$ cat config.mk
export PLATFORM = sky130hd
export DESIGN_NAME = redmule_mx_slot_arbiter
export DESIGN_NICKNAME = d
export VERILOG_FILES = /design/src/rtl/redmule_mx_slot_arbiter.sv
export SDC_FILE = /design/constraint.sdc
export NUM_CORES = 1
export LEC_CHECK = 0
export CORE_AREA = 2 2 343 345
export CTS_CLUSTER_DIAMETER = 60
export CTS_CLUSTER_SIZE = 40
export DETAILED_ROUTE_END_ITERATION = 10
export DIE_AREA = 0 0 345 347
export SLEW_MARGIN = 20
export SYNTH_ARGS = -nofsm -noshare
export SYNTH_HDL_FRONTEND = slang
export SYNTH_SLANG_ARGS = --single-unit
$ cat constraint.sdc
create_clock -name clk_i -period 11.6 [get_ports clk_i]
set_clock_uncertainty 0.2 [all_clocks]
set_input_delay 1.16 -clock clk_i [delete_from_list [all_inputs] [get_ports clk_i]]
set_output_delay 1.16 -clock clk_i [all_outputs]
set_load 0.1 [all_outputs]
$ cat src/rtl/redmule_mx_slot_arbiter.sv
`default_nettype none
// ============================================================================
//  Module      : redmule_mx_slot_arbiter
//  Description : Arbitrates between the X and W MX slot streams and feeds
//                one beat per cycle into a single decoder output register.
//                X exponents are replicated across the W exponent vector.
//                Ties between streams alternate.
//  Revision    : 1.0 - initial release
// ============================================================================
module redmule_mx_slot_arbiter #(
    parameter int unsigned MX_DATA_W       = 256,
    parameter int unsigned MX_EXP_VECTOR_W = 32,
    parameter int unsigned CNT_W           = 16
) (
    input  logic                       clk_i,
    input  logic                       rst_ni,
    input  logic                       clear_i,
    input  logic                       mx_enable_i,
    input  logic                       start_i,
    input  logic [CNT_W-1:0]           x_total_i,
    input  logic [CNT_W-1:0]           w_total_i,
    input  logic                       x_slot_valid_i,
    input  logic [MX_DATA_W-1:0]       x_slot_data_i,
    input  logic [7:0]                 x_slot_exp_i,
    output logic                       consume_x_slot_o,
    input  logic                       w_slot_valid_i,
    input  logic [MX_DATA_W-1:0]       w_slot_data_i,
    input  logic [MX_EXP_VECTOR_W-1:0] w_slot_exp_i,
    output logic                       consume_w_slot_o,
    output logic                       dec_valid_o,
    input  logic                       dec_ready_i,
    output logic [MX_DATA_W-1:0]       dec_data_o,
    output logic [MX_EXP_VECTOR_W-1:0] dec_exp_o,
    output logic                       dec_is_w_o,
    output logic                       busy_o,
    output logic                       done_o
);

    localparam int unsigned EXP_REP = MX_EXP_VECTOR_W / 8;

    typedef enum logic [1:0] {
        IDLE  = 2'd0,
        RUN   = 2'd1,
        DRAIN = 2'd2,
        DONE  = 2'd3
    } state_t;

    state_t             state_q, state_d;
    logic [CNT_W-1:0]   x_total_q, w_total_q;
    logic [CNT_W-1:0]   x_cnt_q, w_cnt_q;
    logic [CNT_W-1:0]   x_cnt_next, w_cnt_next;
    logic               last_grant_w_q;   // 1 = W was granted last
    logic               reg_free;
    logic               x_req, w_req;
    logic               grant_x, grant_w;

    // Request qualification and round-robin grant between the two streams
    always_comb begin
        reg_free   = !dec_valid_o || dec_ready_i;
        x_req      = (state_q == RUN) && mx_enable_i && x_slot_valid_i && (x_cnt_q < x_total_q);
        w_req      = (state_q == RUN) && mx_enable_i && w_slot_valid_i && (w_cnt_q < w_total_q);
        grant_x    = !clear_i && reg_free && x_req && (!w_req || last_grant_w_q);
        grant_w    = !clear_i && reg_free && w_req && (!x_req || !last_grant_w_q);
        x_cnt_next = x_cnt_q + CNT_W'(grant_x);
        w_cnt_next = w_cnt_q + CNT_W'(grant_w);
    end

    assign consume_x_slot_o = grant_x;
    assign consume_w_slot_o = grant_w;
    assign busy_o           = (state_q != IDLE);
    assign done_o           = (state_q == DONE);

    // State register
    always_ff @(posedge clk_i or negedge rst_ni) begin
        if (!rst_ni) begin
            state_q <= IDLE;
        end else begin
            state_q <= state_d;
        end
    end

    // Next-state logic; completion is judged on the post-grant counts
    always_comb begin
        state_d = state_q;
        case (state_q)
            IDLE:    if (start_i) state_d = RUN;
            RUN:     if ((x_cnt_next == x_total_q) && (w_cnt_next == w_total_q)) state_d = DRAIN;
            DRAIN:   if (!dec_valid_o) state_d = DONE;
            DONE:    state_d = IDLE;
            default: state_d = IDLE;
        endcase
        if (clear_i) state_d = IDLE;
    end

    // Job totals, issue counters and tie-break history
    always_ff @(posedge clk_i or negedge rst_ni) begin
        if (!rst_ni) begin
            x_total_q      <= '0;
            w_total_q      <= '0;
            x_cnt_q        <= '0;
            w_cnt_q        <= '0;
            last_grant_w_q <= 1'b1;
        end else if (clear_i) begin
            x_total_q      <= '0;
            w_total_q      <= '0;
            x_cnt_q        <= '0;
            w_cnt_q        <= '0;
            last_grant_w_q <= 1'b1;
        end else if ((state_q == IDLE) && start_i) begin
            x_total_q <= x_total_i;
            w_total_q <= w_total_i;
            x_cnt_q   <= '0;
            w_cnt_q   <= '0;
        end else begin
            x_cnt_q <= x_cnt_next;
            w_cnt_q <= w_cnt_next;
            if (grant_x) last_grant_w_q <= 1'b0;
            if (grant_w) last_grant_w_q <= 1'b1;
        end
    end

    // Decoder output register: load on grant, drop valid when consumed
    always_ff @(posedge clk_i or negedge rst_ni) begin
        if (!rst_ni) begin
            dec_valid_o <= 1'b0;
            dec_data_o  <= '0;
            dec_exp_o   <= '0;
            dec_is_w_o  <= 1'b0;
        end else if (clear_i) begin
            dec_valid_o <= 1'b0;
        end else if (grant_x) begin
            dec_valid_o <= 1'b1;
            dec_data_o  <= x_slot_data_i;
            dec_exp_o   <= {EXP_REP{x_slot_exp_i}};
            dec_is_w_o  <= 1'b0;
        end else if (grant_w) begin
            dec_valid_o <= 1'b1;
            dec_data_o  <= w_slot_data_i;
            dec_exp_o   <= w_slot_exp_i;
            dec_is_w_o  <= 1'b1;
        end else if (dec_valid_o && dec_ready_i) begin
            dec_valid_o <= 1'b0;
        end
    end

endmodule
`default_nettype wire
==> flow_metrics.py <==
metrics = {
    "run_status": {
        "status": "finished clean",
    },
    "clock_network": {
        "clock_sinks": 357,
        "cts_tree": "built",
        "cts_resized": 0,
        "cts_buffers": 47,
        "cts_root_buf": "clkbuf_16",
        "cts_hold_buf": 0,
        "cts_max_level": 2,
        "clock_path_buffers": 3,
        "clk_pin_slew_ns": 0.07,
        "cts_setup_buffers": 0,
        "clkLatencyLatePin_ns": 0.62,
    },
    "sta": {
        "period_needed_ns": 6.70,
        "slew_headroom_pct": 19.6,
        "setup_viol": 0,
        "fmax_mhz": 149,
        "drv_slew": 0,
        "rsz0062_at_grt": "false",
        "min_period_over_period_pct": 57.8,
        "worstMarginPinSlew_ns": 1.20,
        "setup-tns-final_ns": 0,
        "hold_viol": 0,
    },
    "floorplan": {
        "die_w_um": 345,
        "start_util_pct": 15.1,
        "coreArea_mm2": 0.116,
        "io_pins": 886,
        "die_h_um": 347,
        "rows": 125,
        "fp.dieArea_mm2": 0.120,
    },
    "synth": {
        "yosysTopAreaCellShare_pct": 50.9,
        "synth.distinct_cells": 68,
        "synthTopCellsByArea": "dfrtp_1 51%, o22ai_1 17%, a21oi_1 8.1%",
        "synthAdderAreaFrac_pct": 2.71,
        "synthCells": 1832,
        "synth.avg_cell_area_um2": 9.56,
        "syn-num-nets": 2462,
        "yosysMostFrequentCell": "o22ai_1",
        "synth-seq-cells": 357,
        "synth_common_cells": "473 x o22ai_1, 356 x dfrtp_1, 282 x a21oi_1",
        "synthXorXnorAreaFrac_pct": 2.53,
        "ys_seq_area_share_pct": 51.0,
        "synth-compound-area-share_pct": 31.1,
        "yosysWarnings": 0,
        "synthArstFlopShare_pct": 100,
        "synthSimpleGateAreaFrac_pct": 7.34,
        "synth_top_family_by_area": "compound AO/OA/AOI/OAI gates",
        "synthMuxAreaShare_pct": 0.171,
        "syn_area_mm2": 0.0175,
        "synth-edff-count": 0,
        "synth_ff_type": "dfrtp_1",
        "synth_area_leader_cell": "dfrtp_1",
    },
    "global_route": {
        "grt_remaining_overflow": 0,
        "grt_pass1_wl_um": 143000,
        "grt.total_usage_pct": 16.4,
        "grt_pass1_vias": 18900,
        "antenna_found_initial": 48,
        "grt_max_degree": 139,
    },
    "worst_setup_path": {
        "cp_data_required_time_ns": 10.24,
        "critPathTopFamily": "buffers and inverters",
        "crit_path_end_kind": "primary output",
        "worstSetupPathType": "input pin to primary output",
        "crit_cells": 12,
        "timing.rr.end": "state_q[0]$_DFFE_PN0P_",
        "startpoint_type": "input pin",
        "cp_max_fo": 36,
        "rr_startpoint": "w_cnt_q[6]$_DFF_PN0_",
        "cp_common_cell": "buf_4",
        "crit_buf_inv": 9,
        "crit_end": "consume_w_slot_o",
        "ff2ff_setup_slack_ns": 5.84,
        "path_cells": "clkdlybuf4s50_1 > buf_4 > inv_1 > nand2_1 > buf_4 > a2111oi_4 > buf_4 > a31oi_2 > buf_4 > inv_1 > buf_4 > clkdlybuf4s50_1",
        "slowest_stage": "clkdlybuf4s50_1",
        "ff2ff_path_depth": 19,
        "critical-path-max-stage-delay_ns": 1.21,
        "critPathLaunch": "clear_i",
        "arrival_ns": 5.34,
    },
    "place": {
        "placed_cells": 4098,
        "post_dp_cell_area_mm2": 0.0278,
        "hpwl_um": 78300,
        "place_congestion": 0.892,
        "io_buffers": 885,
    },
    "layout": {
        "final_cell_area_mm2": 0.0296,
        "final_cells": 4201,
        "nNetsFinal": 3253,
        "syn_to_final_growth_pct": 68.9,
        "drive_gt1_share_pct": 5.37,
    },
    "route": {
        "dr_total_vias": 19300,
        "drt-pass1-iter-count": 7,
        "drt_wl_total_um": 103000,
        "drt_iter0_drc": 1490,
        "antenna_violating_nets_post_route": 0,
        "routed_via_density": 4.60,
        "avgRoutedWirePerCell_um": 24.6,
        "drc": 0,
    },
    "power_and_ir_drop": {
        "power_leakage_nw": 11.1,
        "p_per_area_mw_per_mm2": 339,
        "ir_drop_uv": 270,
    },
    "job": {
        "cap_violations": 0,
    },
    "min_path": {
        "min_path_type": "flip-flop to flip-flop",
    },
}
==> kinds of logic (layout without fill, tap and decap cells) <==
kind of cell,Yosys count,count (layout)
AO/OA/AOI/OAI,901,901
XOR/XNOR,49,49
adder cells (fa/ha/maj),38,38
buffers and inverters,211,1040
flip-flops,357,357
multiplexers,3,3
other,0,16
AND/OR/NAND/NOR,273,273
==> worst min path at each step <==
stage / startpoint / endpoint / slack (ns) / cells after the start
finish: dec_exp_o[25]$_DFFE_PN0P_ / dec_exp_o[25]$_DFFE_PN0P_ / 0.30 / 2
floorplan: w_total_q[11]$_DFFE_PN0P_ / w_total_q[11]$_DFFE_PN0P_ / 0.30 / 2
detailed placement: dec_exp_o[30]$_DFFE_PN0P_ / dec_exp_o[30]$_DFFE_PN0P_ / 0.29 / 2
global route: dec_exp_o[25]$_DFFE_PN0P_ / dec_exp_o[25]$_DFFE_PN0P_ / 0.32 / 2
CTS: dec_exp_o[30]$_DFFE_PN0P_ / dec_exp_o[30]$_DFFE_PN0P_ / 0.30 / 2
global placement: dec_exp_o[30]$_DFFE_PN0P_ / dec_exp_o[30]$_DFFE_PN0P_ / 0.28 / 2
==> sequential cells by signal, indices dropped and copies added (netlist names) <==
| name | flops |
|---|---|
| x_total_q | 16 |
| dec_is_w_o | 1 |
| last_grant_w_q | 1 |
| x_cnt_q | 16 |
| dec_exp_o | 32 |
| w_cnt_q | 16 |
| dec_valid_o | 1 |
| w_total_q | 16 |
| state_q | 2 |
| dec_data_o | 256 |
==> metal layers <==
metal / up-vias / GRT usage (%) / share of wire, %
met2: 891 / 25.6 / 46
met5: - / 0 / 0.10
li1: 8677 / - / -
met1: 9558 / 21.0 / 43
met4: 18 / 4.30 / 2.4
met3: 168 / 6.43 / 9.4
==> final cells by class <==
type | count | area [um2]
antenna | 16 | 40.0
clock buffer | 52 | 1270
clock inverter | 35 | 448
fill | 12400 | 86200
inverter | 41 | 154
multi-input combinational | 1264 | 7750
sequential | 357 | 8930
tap | 1524 | 1910
timing repair buffer | 912 | 9090
==> tightest hold or removal path, cell delays in order (launching register included) <==
cell	delay, ns
dfrtp_1	0.35
nand2_1	0.06
nand3_1	0.07
==> placed cells by master, fill, tap and decap left out, drive strengths merged, types with 3 or more instances in the layout <==
master         netlist  final
clkdlybuf4s50        0    882
o22ai              473    473
dfrtp              356    356
a21oi              284    284
nand2              119    119
a22oi               63     63
nor2                58     58
inv                 41     58
clkbuf              92     52
ha                  38     38
o21ai               37     37
xnor2               35     35
buf                 78     30
nand3               22     22
diode                0     16
nand4               16     16
nor3                15     15
xor2                13     13
a21o                12     12
nor4                 9      9
clkinv               0      9
nor2b                8      8
nand2b               8      8
bufinv               0      5
and3                 5      5
clkinvlp             0      4
a2111oi              4      4
mux2i                3      3
o21a                 3      3
==> per-stage QoR <==
step	total power [mW]	hold WS (ns)	worst slack, ns	utilization [%]
global route	10.4	0.323	4.71	25.5
CTS	10.1	0.301	4.92	25.5
floorplan	6.61	0.301	6.61	-
global placement	8.37	0.279	4.98	24.0
finish	10.0	0.301	4.90	25.6
detailed placement	8.40	0.288	4.95	24.0
==> power by group <==
group | internal, mW | total, mW | leakage [nW] | switching, mW
combinational | 1.45 | 6.28 | 6.05 | 4.83
clock | 0.933 | 1.62 | 0.830 | 0.692
sequential | 1.77 | 2.12 | 4.22 | 0.352
No activity file was read; power rests on OpenSTA's default activity.
